File: src/rtl/cpu_trace_pkg.sv
// cpu_trace_pkg: shared types and sizing helpers for the cpu commit/trace
// monitor.
//   trace_type_e  - trace entry kind (REG, LOAD, STORE, HALT)
//   state_e       - monitor run state as reported on state_o
//   trace_entry_w - packed entry width {type, addr, data}
package cpu_trace_pkg;

  typedef enum logic [1:0] {
    TR_REG   = 2'd0,
    TR_LOAD  = 2'd1,
    TR_STORE = 2'd2,
    TR_HALT  = 2'd3
  } trace_type_e;

  typedef enum logic [1:0] {
    ST_IDLE    = 2'd0,
    ST_RUN     = 2'd1,
    ST_HALTED  = 2'd2,
    ST_TIMEOUT = 2'd3
  } state_e;

  localparam int unsigned TYPE_W = 2;

  // Entry layout, MSB first: type[1:0], addr[DATA_W-1:0], data[DATA_W-1:0].
  function automatic int unsigned trace_entry_w(input int unsigned data_w);
    return TYPE_W + 2 * data_w;
  endfunction

endpackage

File: src/rtl/cpu_trace_monitor_fifo.sv
// trace_fifo_mw: multi-write (0..3 per cycle), single-read FIFO.
//   clk, rst_n   clock, asynchronous active-low reset
//   clear        synchronous flush (pointers and count to zero)
//   push_n       number of entries written this cycle (0..3)
//   push_data    entries; slot 0 is written first, then 1, then 2
//   pop          consumer accepts the head (ignored when empty)
//   head         head entry; all zeros while empty
//   valid        FIFO not empty
//   occupancy    current entry count (0..DEPTH)
// The caller guarantees push_n never exceeds free space (after a same-cycle
// pop); this block does not check it.
module trace_fifo_mw #(
  parameter  int unsigned WIDTH = 34,
  parameter  int unsigned DEPTH = 8,
  localparam int unsigned AW    = $clog2(DEPTH),
  localparam int unsigned CW    = AW + 1
) (
  input  logic                  clk,
  input  logic                  rst_n,
  input  logic                  clear,
  input  logic [1:0]            push_n,
  input  logic [2:0][WIDTH-1:0] push_data,
  input  logic                  pop,
  output logic [WIDTH-1:0]      head,
  output logic                  valid,
  output logic [CW-1:0]         occupancy
);

  logic [WIDTH-1:0] mem [DEPTH];
  logic [AW-1:0]    wr_ptr;
  logic [AW-1:0]    rd_ptr;
  logic [CW-1:0]    count;
  logic             pop_en;

  assign valid     = (count != '0);
  assign pop_en    = pop & valid;
  assign occupancy = count;
  // Head comes straight from the storage register at rd_ptr; an occupied slot
  // is never overwritten, so it holds steady while the consumer stalls.
  assign head      = valid ? mem[rd_ptr] : '0;

  // Pointers are AW bits wide, so DEPTH being a power of two gives free wrap.
  always_ff @(posedge clk or negedge rst_n) begin
    if (!rst_n) begin
      wr_ptr <= '0;
      rd_ptr <= '0;
      count  <= '0;
    end else if (clear) begin
      wr_ptr <= '0;
      rd_ptr <= '0;
      count  <= '0;
    end else begin
      wr_ptr <= wr_ptr + AW'(push_n);
      rd_ptr <= rd_ptr + AW'(pop_en);
      count  <= count + CW'(push_n) - CW'(pop_en);
    end
  end

  always_ff @(posedge clk) begin
    for (int unsigned i = 0; i < 3; i++) begin
      if (!clear && i < 32'(push_n)) begin
        mem[wr_ptr + AW'(i)] <= push_data[i];
      end
    end
  end

endmodule

File: src/rtl/cpu_trace_monitor.sv
// cpu_trace_monitor: commit/trace monitor tapping the cpu writeback and
// memory stages.
//   clk, rst_n          clock, asynchronous active-low reset
//   start               pulse, IDLE -> RUN
//   clear               synchronous return to reset values (wins over all)
//   halt_i              halt reached memory/writeback
//   reg_we_i/rd/data    register-file write
//   mem_re_i/we_i       memory read / write
//   mem_addr_i/data_i   memory address and store/load data
//   event_i             per-channel event strobes
//   trace_valid/ready   trace FIFO head handshake
//   trace_type/addr/data head entry fields
//   cycle_cnt, inst_cnt RUN cycles, retired instructions (saturating)
//   event_cnt           per-channel counters, channel k at [k*CNT_W +: CNT_W]
//   drop_cnt, overflow  dropped entries, sticky drop flag
//   state_o             0 IDLE, 1 RUN, 2 HALTED, 3 TIMEOUT
module cpu_trace_monitor
  import cpu_trace_pkg::*;
#(
  parameter int unsigned DATA_W     = 16,
  parameter int unsigned REG_W      = 4,
  parameter int unsigned NUM_EVENTS = 5,
  parameter int unsigned CNT_W      = 32,
  parameter int unsigned FIFO_DEPTH = 8,
  parameter int unsigned WDOG_LIMIT = 100000
) (
  input  logic                        clk,
  input  logic                        rst_n,
  input  logic                        start,
  input  logic                        clear,
  input  logic                        halt_i,
  input  logic                        reg_we_i,
  input  logic [REG_W-1:0]            reg_rd_i,
  input  logic [DATA_W-1:0]           reg_data_i,
  input  logic                        mem_re_i,
  input  logic                        mem_we_i,
  input  logic [DATA_W-1:0]           mem_addr_i,
  input  logic [DATA_W-1:0]           mem_data_i,
  input  logic [NUM_EVENTS-1:0]       event_i,
  output logic                        trace_valid,
  input  logic                        trace_ready,
  output logic [1:0]                  trace_type,
  output logic [DATA_W-1:0]           trace_addr,
  output logic [DATA_W-1:0]           trace_data,
  output logic [CNT_W-1:0]            cycle_cnt,
  output logic [CNT_W-1:0]            inst_cnt,
  output logic [NUM_EVENTS*CNT_W-1:0] event_cnt,
  output logic [CNT_W-1:0]            drop_cnt,
  output logic [1:0]                  state_o,
  output logic                        overflow
);

  localparam int unsigned ENTRY_W = trace_entry_w(DATA_W);
  localparam int unsigned OCC_W   = $clog2(FIFO_DEPTH) + 1;

  state_e state, state_next;
  logic   run;

  logic [CNT_W-1:0] ev_cnt [NUM_EVENTS];
  logic [CNT_W-1:0] cycle_inc;
  logic [CNT_W-1:0] inst_inc;
  logic [CNT_W:0]   drop_sum;
  logic [CNT_W-1:0] drop_next;
  logic             retire;

  logic                     fifo_valid;
  logic                     pop;
  logic [ENTRY_W-1:0]       head;
  logic [OCC_W-1:0]         occ;
  logic [1:0]               push_n;
  logic [2:0][ENTRY_W-1:0]  push_data;

  logic             mem_cand;
  logic [1:0]       nh_cnt;
  logic             nh_fit;
  logic             push_nh;
  logic             push_halt;
  logic             drop_now;
  logic [1:0]       mem_type;
  logic [DATA_W-1:0] halt_data;
  logic [ENTRY_W-1:0] reg_entry;
  logic [ENTRY_W-1:0] mem_entry;
  logic [ENTRY_W-1:0] halt_entry;

  assign run = (state == ST_RUN);

  // ---------------------------------------------------------------- counters
  assign retire    = halt_i | reg_we_i | mem_we_i;
  assign cycle_inc = (cycle_cnt == '1) ? cycle_cnt : cycle_cnt + CNT_W'(1);
  assign inst_inc  = (retire && inst_cnt != '1) ? inst_cnt + CNT_W'(1) : inst_cnt;
  // One spare bit catches the carry when up to two drops land near all-ones.
  assign drop_sum  = {1'b0, drop_cnt} + (CNT_W + 1)'(nh_cnt);
  assign drop_next = drop_sum[CNT_W] ? '1 : drop_sum[CNT_W-1:0];

  always_ff @(posedge clk or negedge rst_n) begin
    if (!rst_n) begin
      cycle_cnt <= '0;
      inst_cnt  <= '0;
      drop_cnt  <= '0;
      overflow  <= 1'b0;
      for (int unsigned k = 0; k < NUM_EVENTS; k++) ev_cnt[k] <= '0;
    end else if (clear) begin
      cycle_cnt <= '0;
      inst_cnt  <= '0;
      drop_cnt  <= '0;
      overflow  <= 1'b0;
      for (int unsigned k = 0; k < NUM_EVENTS; k++) ev_cnt[k] <= '0;
    end else if (run) begin
      cycle_cnt <= cycle_inc;
      inst_cnt  <= inst_inc;
      if (drop_now) begin
        drop_cnt <= drop_next;
        overflow <= 1'b1;
      end
      for (int unsigned k = 0; k < NUM_EVENTS; k++) begin
        if (event_i[k] && ev_cnt[k] != '1) ev_cnt[k] <= ev_cnt[k] + CNT_W'(1);
      end
    end
  end

  always_comb begin
    event_cnt = '0;
    for (int unsigned k = 0; k < NUM_EVENTS; k++) begin
      event_cnt[k*CNT_W +: CNT_W] = ev_cnt[k];
    end
  end

  // --------------------------------------------------------------------- FSM
  always_ff @(posedge clk or negedge rst_n) begin
    if (!rst_n) state <= ST_IDLE;
    else        state <= state_next;
  end

  always_comb begin
    state_next = state;
    unique case (state)
      ST_IDLE: if (start) state_next = ST_RUN;
      ST_RUN: begin
        if (halt_i)                                  state_next = ST_HALTED;
        else if (64'(cycle_inc) >= 64'(WDOG_LIMIT))  state_next = ST_TIMEOUT;
      end
      default: state_next = state;
    endcase
    if (clear) state_next = ST_IDLE;
  end

  assign state_o = state;

  // ------------------------------------------------------------ trace pushes
  assign mem_cand = mem_we_i | mem_re_i;
  assign nh_cnt   = {1'b0, reg_we_i} + {1'b0, mem_cand};
  // Non-HALT entries may fill at most FIFO_DEPTH-1 slots, so the last slot is
  // always free for a HALT. HALT ends RUN, so nothing is pushed after it and
  // the HALT push needs no capacity check of its own.
  assign nh_fit    = (32'(occ) - 32'(pop) + 32'(nh_cnt)) <= (FIFO_DEPTH - 1);
  assign push_nh   = run & nh_fit;
  assign push_halt = run & halt_i;
  assign drop_now  = run & ~nh_fit & (nh_cnt != 2'd0);

  assign mem_type   = mem_we_i ? TR_STORE : TR_LOAD;
  assign halt_data  = DATA_W'(inst_inc);
  assign reg_entry  = {TR_REG, DATA_W'(reg_rd_i), reg_data_i};
  assign mem_entry  = {mem_type, mem_addr_i, mem_data_i};
  assign halt_entry = {TR_HALT, {DATA_W{1'b0}}, halt_data};

  // Candidates are packed into consecutive slots in REG, MEM, HALT order.
  always_comb begin
    push_data = '0;
    push_n    = 2'd0;
    if (push_nh && reg_we_i) begin
      push_data[push_n] = reg_entry;
      push_n            = push_n + 2'd1;
    end
    if (push_nh && mem_cand) begin
      push_data[push_n] = mem_entry;
      push_n            = push_n + 2'd1;
    end
    if (push_halt) begin
      push_data[push_n] = halt_entry;
      push_n            = push_n + 2'd1;
    end
  end

  assign pop = fifo_valid & trace_ready;

  trace_fifo_mw #(
    .WIDTH (ENTRY_W),
    .DEPTH (FIFO_DEPTH)
  ) u_fifo (
    .clk       (clk),
    .rst_n     (rst_n),
    .clear     (clear),
    .push_n    (push_n),
    .push_data (push_data),
    .pop       (pop),
    .head      (head),
    .valid     (fifo_valid),
    .occupancy (occ)
  );

  assign trace_valid = fifo_valid;
  assign trace_type  = head[ENTRY_W-1 -: 2];
  assign trace_addr  = head[2*DATA_W-1 -: DATA_W];
  assign trace_data  = head[DATA_W-1:0];

endmodule

File: config.mk
export PLATFORM = sky130hd
export DESIGN_NAME = cpu_trace_monitor
export DESIGN_NICKNAME = d
export VERILOG_FILES = /design/src/rtl/cpu_trace_pkg.sv /design/src/rtl/cpu_trace_monitor_fifo.sv /design/src/rtl/cpu_trace_monitor.sv
export SDC_FILE = /design/constraint.sdc
export NUM_CORES = 1
export LEC_CHECK = 0
export CORE_MARGIN = 5
export CORE_UTILIZATION = 27
export CTS_CLUSTER_SIZE = 10
export DETAILED_ROUTE_END_ITERATION = 7
export HOLD_SLACK_MARGIN = 0.02
export PLACE_DENSITY = 0.47
export SLEW_MARGIN = 40
export SYNTH_ARGS = -nofsm -noshare
export SYNTH_HDL_FRONTEND = slang
export SYNTH_SLANG_ARGS = --single-unit
File: constraint.sdc
create_clock -name clk -period 7.35 [get_ports clk]
set_input_delay 2.205 -clock clk [delete_from_list [all_inputs] [get_ports clk]]
set_output_delay 2.205 -clock clk [all_outputs]
set_load 0.03 [all_outputs]
Word-level counts from Yosys, hierarchy flattened
Memory sizes are Yosys's and may differ from the RTL's.
Index checks and enable logic that the tools add are counted.
{ "op_classes": {"add_sub_neg": 19, "order_cmp": 9, "n_eq_ne": 10, "mux": 48, "bitwise_logic": 10, "reduce_logical": 34} }
{ "op_table": {"columns": ["operator", "n"], "rows": [
  ["$mux W32", 15],
  ["$mux W160", 2],
  ["$add A32 B1 Y32 const B", 7],
  ["$bwmux W102", 2],
  ["$mux W102", 2],
  ["$ne A32 B32 Y1 const B", 6],
  ["$demux W34 S2", 2],
  ["$mux W34", 3],
  ["$add A32 B2 Y33", 1],
  ["$eq A32 B32 Y1 const B", 1],
  ["$ge A32 B17 Y1 const B", 1],
  ["$le A32 B3 Y1 const B", 1],
  ["$mux W20", 1],
  ["$reduce_bool A2 Y1", 9],
  ["$mux W2", 7],
  ["$reduce_and A2 Y1", 7],
  ["$logic_and A1 B1 Y1", 13],
  ["$mux W1", 10],
  ["$add A5 B3 Y6", 1],
  ["$and A1 B1 Y1", 6],
  ["$lt A2 B3 Y1 const B", 2],
  ["$mux W3", 2],
  ["$sub A4 B1 Y5", 1],
  ["$add A2 B1 Y2 const B", 2],
  ["other kinds (22)", 26]
]} }
{ "word_totals": {"reg_bits": 269, "mem_bits_rw": 272, "mem_count": 1} }
{ "memory_table": {"columns": ["name", "depth", "width", "rd", "rd_clocked_by_memory_dff", "wr", "line", "text"], "rows": [
  ["u_fifo.mem", 8, 34, 1, 0, 3, "cpu_trace_monitor_fifo.sv:29", "logic [WIDTH-1:0] mem [DEPTH];"]
]} }

Depth between registers and ports, before layout
Gate-level depths: netlist (run 1).
{ "logic_depth": {"ltp_word": 16, "ltp_mapped": 26} }

Modules after synthesis
Synthesis (run 1) repeated with hierarchy kept, for this count alone.
{ "hier_totals": {"cells_unflattened": 3800, "hier_area_um2": 33086.7} }
{ "modules_own_cells": {"columns": ["module", "n_inst", "cells_per_inst", "area_per_inst_um2", "seq_area_each_um2"], "rows": [
  ["trace_fifo_mw", 1, 1996, 17266.6, 8418.1],
  ["cpu_trace_monitor", 1, 1804, 15820.2, 6481.2]
]} }

Least setup slack after synthesis (run 1)
No wires, ideal clock.
{ "synth_path": {"path_type": "input port to flip-flop", "start": "input mem_re_i", "end": "memory u_fifo.mem[0][0], enable pin", "t_arrival_ns": 7.713, "required_ns": 6.877, "path_slack_ns": -0.836, "path_stages": 17, "n_path_buf": 2, "cell_sequence": "or2_2 -> clkbuf_1 -> clkbuf_1 -> ha_1 -> fa_1 -> nor3_1 -> mux2i_1 -> o211ai_2 -> nand2_1 -> nor2_1 -> inv_1 -> ha_1 -> nand4b_1 -> o21ai_0 -> inv_1 -> o21ai_0 -> o21ai_0"} }
{ "synth_lines": {"columns": ["item", "line", "text"], "rows": [
  ["from (decl)", "cpu_trace_monitor.sv:35", "input logic mem_re_i,"],
  ["to (decl)", "cpu_trace_monitor_fifo.sv:29", null]
]} }

==> out/results.txt, run 1 <==
CTS tree: yes
Post-synth EDFFs: 272
Lkg Pwr: 13.6 nW
Starting Density: 0.271
Synthesized instance count: 2,889
Vias per inst: 5.20
Area grow syn2layout: 29.2%
CP Class: in -> reg
Reg2Reg Depth: 24
Final hold violations: 0
Setup crit end kind: register
Sequential area share after synthesis: 0.500
Initial antenna violation count: 6
Layout cell share with drive strength beyond 1: 0.117
Crit path to: u_fifo.mem[5][4]
Maximum number of pins on one net before global-route repair: 172
Final WS setup: 0.569 ns
Post-Place Worst Slack: 0.00102 ns
Post-Route Skew: 0.0264 ns
Syn avg cell area: 10.3 µm²
RSZ-0062 raised after global routing: false
Slew at the pin closest to its max-slew limit: 0.827 ns
CTS HTree Levels: 3
Synth area leader: edfxtp_1
Crit path depth: 22
Primary FF master, synth: edfxtp_1
Maxcap violations: 0
Slowest stage delay, CP: 0.46 ns
Vias: 25,269
Clk_lat worst skew: 0.63 ns
Arr. time, crit path: 7.13 ns
Critical register-to-register path endpoint: u_fifo.mem[5][4]
Top cell type's share of synthesized area: 0.274
Max Root-Sink Buffers: 3
Logic pwr share: 0.258
Core area: 110,000 µm²
Worst vdd ir: 0.165 mV
Clock power share: 0.365
Area after DPL: 36,300 µm²
Total Routed Length: 116,000 µm
CP required: 7.70 ns
Max FO, Critical Path: 6
Most used cell along the critical path: ha_1
Sw power: 2.89 mW
Initial DRC Count: 2,270
Routability congestion estimate: 0.938
Final min period: 6.78 ns
Fin nets: 3,422
Status: completed
Smallest hold slack: 0.548 ns
Router iterations before antenna repair: 7
Post-CTS resize count: 0
Async SR Flop Fraction: 0.497
First-pass GRT wire length: 172,000 µm
Residual DRC: 0
Post-route ant nets: 0
Synth top area cells: edfxtp_1, dfrtp_1, mux4_2
Buffers on Ports: 359
GRT Util Overall: 0.193
Cell variety after synth: 90
CTS sink cnt: 541
Cell with the most instances after synthesis: nor2_1
Worst Path Buf+Inv: 5
Synth Warn #: 0
Vias in the first global route: 25,087
Rel. slew slack: 0.446
Layout Cells excl Fill: 4,856
Hold crit path type: reg -> reg
Final Cell Area: 38,500 µm²
Worst path slowest cell: clkdlybuf4s50_1
I/O pin count: 360
Synthesized area: 29,800 µm²
Maximum clock rate: 147 MHz
Post-DR wirelength/cell: 23.8 µm
Synth top cells by count: nor2_1, edfxtp_1, dfrtp_1
Final HPWL DP: 81,200 µm
CTS Buf Count: 70
Row count: 122
#FFs+latches synth: 541
Setup crit start kind: input pin
Pint: 6.17 mW
CP delay by family, top: compound AO/OA/AOI/OAI gates
Net Count, Synth: 2,987
Placed Instances: 4,737
Reg clk slew, reported paths: 0.05 ns
Die X: 342 µm
Chip Height: 342 µm
Total power: 9.06 mW
Setup bufs post-CTS: 0
Seq pwr share: 0.378
Fin crit share: 0.923
Cell Pwr Density: 235 nW/µm²
FF-to-FF Start: u_fifo.occupancy[2]
Post-CTS Hold Fix Bufs: 0
Count of final setup violators: 0
Die area: 117,000 µm²
Root Buffer: clkbuf_16
GR Overflow Total: 0
R2r setup slk: 1.81 ns
Fin. max-slew vios: 0
Crit. Startpoint: mem_re_i
Sw Ratio: 0.319
Critical path cell sequence: clkdlybuf4s50_1, or2_2, inv_1, ha_1, ha_1, fa_1, nor4_1, mux2i_1, o211ai_2, nand2_1, nor2_1, inv_1, ha_1, and4b_1, a2111oi_0, buf_4, nand2_1, o21ai_1, o21ai_0, buf_4, a22oi_1, o21ai_0
==> how the worst min path moves through the flow <==
| stage | from | to | slack, ns | cells after the start |
|---|---|---|---|---|
| after floorplan | u_fifo.rd_ptr[1] | u_fifo.rd_ptr[1] | 0.58 | 2 |
| after CTS | overflow | overflow | 0.55 | 2 |
| after global routing | overflow | overflow | 0.57 | 2 |
| after detailed placement | overflow | overflow | 0.53 | 2 |
| after global placement | overflow | overflow | 0.53 | 2 |
| final | overflow | overflow | 0.55 | 2 |
==> flip-flops by register name, indices dropped and copies added (netlist names) <==
signal            cells
u_fifo.rd_ptr         3
state_o               2
u_fifo.occupancy      4
event_cnt           160
overflow              1
u_fifo.wr_ptr         3
cycle_cnt            32
u_fifo.mem          272
inst_cnt             32
drop_cnt             32
==> per-stage QoR <==
step                       util  setup TNS [ns]
final                     0.350               0
after floorplan               -         -227.43
after global routing      0.350               0
after detailed placement  0.329               0
after CTS                 0.349               0
after global placement    0.329               0
==> power by group through the flow <==
stage | combinational, mW | clock [mW] | sequential (mW)
floorplan | 1.37 | 0 | 3.44
global placement | 2.30 | 0 | 3.51
global route | 2.51 | 3.52 | 3.43
CTS | 2.32 | 3.40 | 3.46
finish | 2.33 | 3.30 | 3.42
detailed placement | 2.31 | 0 | 3.51
==> cells in the final DEF, fill, tap and decap left out, drive strengths merged, types with 18 or more instances in the layout <==
cell type,n
clkbuf,95
xor2,107
a22oi,44
mux2i,50
and3,51
clkdlybuf4s50,356
o21ai,142
edfxtp,272
or3,34
and2,120
xnor2,106
a21oi,102
nand4,78
o22ai,45
nor4,26
nand2,258
o221ai,87
and4,43
mux4,68
nor2b,18
nor2,352
dfrtp,269
nand3,118
buf,179
nor3,64
inv,55
ha,28
==> cell type report <==
class,count,area [µm²]
Antenna cell,2,5.00
Clock buffer,95,1940
Clock inverter,19,208
Fill cell,11190,71700
Inverter,53,199
Multi-Input combinational cell,2123,14200
Sequential cell,541,14900
Tap cell,1488,1860
Timing Repair Buffer,535,5180
==> kinds of logic (layout without fill, tap and decap cells) <==
group,after synthesis,after routing,share of synthesized area
adders and majority gates,32,32,0.0144
buffers and inverters,225,702,0.0293
DFF,541,541,0.500
muxes,120,120,0.0690
other,0,2,0
AOI/OAI and AO/OA,545,545,0.123
xor gates and xnor gates,213,213,0.0633
and+or+nand+nor,1213,1213,0.202
==> per-layer routing <==
metal / global-route usage / up-vias / share of wire
met1: 0.260 / 12576 / 0.43
met4: 0.0477 / 4 / 0.023
met5: 0 / - / 0.00017
li1: - / 11586 / -
met3: 0.0697 / 166 / 0.10
met2: 0.294 / 937 / 0.44
==> worst reg2reg max path, cell delays in order (launching register included) <==
cell,delay [ns]
dfrtp_1,0.41
inv_1,0.24
ha_1,0.31
and3_2,0.22
nor2b_1,0.05
ha_1,0.19
ha_1,0.27
inv_1,0.06
fa_1,0.43
nor4_1,0.28
mux2i_1,0.17
o211ai_2,0.11
nand2_1,0.12
nor2_1,0.15
inv_1,0.08
ha_1,0.21
and4b_1,0.20
a2111oi_0,0.44
buf_4,0.23
nand2_1,0.12
o21ai_1,0.26
o21ai_0,0.24
buf_4,0.22
a22oi_1,0.14
o21ai_0,0.13
Note: power is estimated with default switching activity, not from simulation.
==> inputs of run 2 (changes only) <==
- CORE_UTILIZATION: 27 -> 55
- GPL_ROUTABILITY_DRIVEN: unset -> 1
- PLACE_DENSITY: 0.47 -> 0.79
==> run 2 against run 1 <==
Net effect: final area down 3.3%; setup slack worse by 0.16 ns; total power down 3.4%; fmax down 2.3%; utilization up 34 points; clock power down 7.0%; non-clock buffer count down 12; combinational power down 4%; global-route usage up 15 points; hold slack worse by 0.052 ns; critical endpoint is now u_fifo.mem[0][11]; highest routed layer unchanged.
==> out/results.txt, run 2 (synthesized netlist as in run 1, its figures left out) <==
Area grow syn2layout: 24.9%
Layout cell share with drive strength beyond 1: 0.111
Lkg Pwr: 13.5 nW
Row count: 85
Rel. slew slack: 0.388
Fin nets: 3,406
Post-route ant nets: 0
Initial DRC Count: 3,018
Maxcap violations: 0
Total Routed Length: 104,000 µm
Final min period: 6.94 ns
Vias per inst: 6.58
Smallest hold slack: 0.496 ns
Setup bufs post-CTS: 0
Clk_lat worst skew: 0.61 ns
Post-Route Skew: 0.0351 ns
Post-CTS resize count: 0
Initial antenna violation count: 2
CTS tree: yes
Worst vdd ir: 0.178 mV
I/O pin count: 360
Arr. time, crit path: 7.27 ns
First-pass GRT wire length: 160,000 µm
Final WS setup: 0.411 ns
Final core area utilization: 0.692
Vias: 26,621
Final hold violations: 0
Slew at the pin closest to its max-slew limit: 0.918 ns
GRT Util Overall: 0.344
Logic pwr share: 0.255
Core area: 53,800 µm²
Total power: 8.75 mW
Largest reg by FF count: u_fifo.mem
Vias in the first global route: 26,903
Sw Ratio: 0.315
Commonest non-fill, non-tap cells in the layout: clkdlybuf4s50_1, nor2_1, edfxtp_1
Seq pwr share: 0.394
Routability congestion estimate: 1.03
Sw power: 2.76 mW
Commonest non-fill, non-tap cell in the layout: clkdlybuf4s50_1
Fillers: 3,897
CP required: 7.68 ns
Die area: 59,000 µm²
CTS HTree Levels: 3
Maximum number of pins on one net before global-route repair: 201
Max Root-Sink Buffers: 3
Root Buffer: clkbuf_16
CP Class: in -> reg
Count of final setup violators: 0
Chip Height: 243 µm
Post-Place Worst Slack: -0.0696 ns
Post-CTS Hold Fix Bufs: 0
Maximum clock rate: 144 MHz
Setup crit end kind: register
Residual DRC: 0
TNS Setup: 0 ns
Largest register FFs: 272
Status: completed
Storage cell area: 14,900 µm²
Hold crit path type: reg -> reg
CTS Buf Count: 66
Final HPWL DP: 71,800 µm
Cell Pwr Density: 235 nW/µm²
Pint: 5.99 mW
Max FO, Critical Path: 9
GR Overflow Total: 0
Starting Density: 0.554
Clock power share: 0.351
Post-DR wirelength/cell: 25.7 µm
Router iterations before antenna repair: 6
RSZ-0062 raised after global routing: false
Setup crit start kind: input pin
Footprint of the multi-input gates: 14,200 µm²
Reg clk slew, reported paths: 0.05 ns
Fin crit share: 0.944
Fin. max-slew vios: 0
Die X: 243 µm
CTS sink cnt: 541
Buffers on Ports: 359
## run 2: final cells by class
class,instances,area share
antenna,2,0.000134
clock buffer,95,0.0483
tap,696,0.0234
inverter,53,0.00534
timing repair buffer,523,0.136
multi-input combinational,2123,0.381
clock inverter,11,0.00551
sequential,541,0.400
## run 2: per-layer routing
layer,up-vias,wire (µm),GRT usage
met5,-,13,0
met4,2,5380,0.158
met1,12951,37300,0.431
met2,1724,49500,0.554
li1,11557,-,-
met3,387,11700,0.103
## run 2: final timing paths
kind                       cells past startpoint                 from  slack (ns)                 to
max                                           22             mem_re_i        0.41  u_fifo.mem[0][11]
min reg2reg                                    2             overflow        0.50           overflow
min in group asynchronous                      1                rst_n        1.52      event_cnt[57]
max in group asynchronous                      3                rst_n        4.51       inst_cnt[23]
min                                            2             overflow        0.50           overflow
max reg2reg                                   23  u_fifo.occupancy[2]        1.67  u_fifo.mem[0][11]
## run 2: power by group through the flow
stage	clock, mW	sequential [mW]	combinational [mW]
2_1_floorplan	0	3.44	1.37
3_3_place_gp	0	3.52	2.12
3_5_place_dp	0	3.50	2.20
4_1_cts	3.10	3.44	2.22
5_1_grt	3.24	3.45	2.37
6_report	3.07	3.44	2.23
## run 2: stage by stage
step / std cells / cell area, µm²
detailed placement: 3934 / 35200
floorplan: 2889 / 29800
CTS: 4040 / 37200
global placement: 3932 / 35100
global route: 4042 / 37300
finish: 4044 / 37300
## run 2: critical path: stages
cell             delay (ns)
clkdlybuf4s50_1        0.41
buf_4                  0.17
or2_2                  0.32
inv_1                  0.09
ha_1                   0.24
ha_1                   0.23
fa_1                   0.41
nor4_1                 0.30
mux2i_1                0.18
o211ai_2               0.12
nand2_1                0.12
nor2_1                 0.16
inv_1                  0.09
ha_1                   0.22
and4b_1                0.20
a211oi_1               0.28
nand2b_1               0.30
buf_4                  0.24
o21a_1                 0.25
a21oi_1                0.38
nor2_1                 0.10
a211o_1                0.24
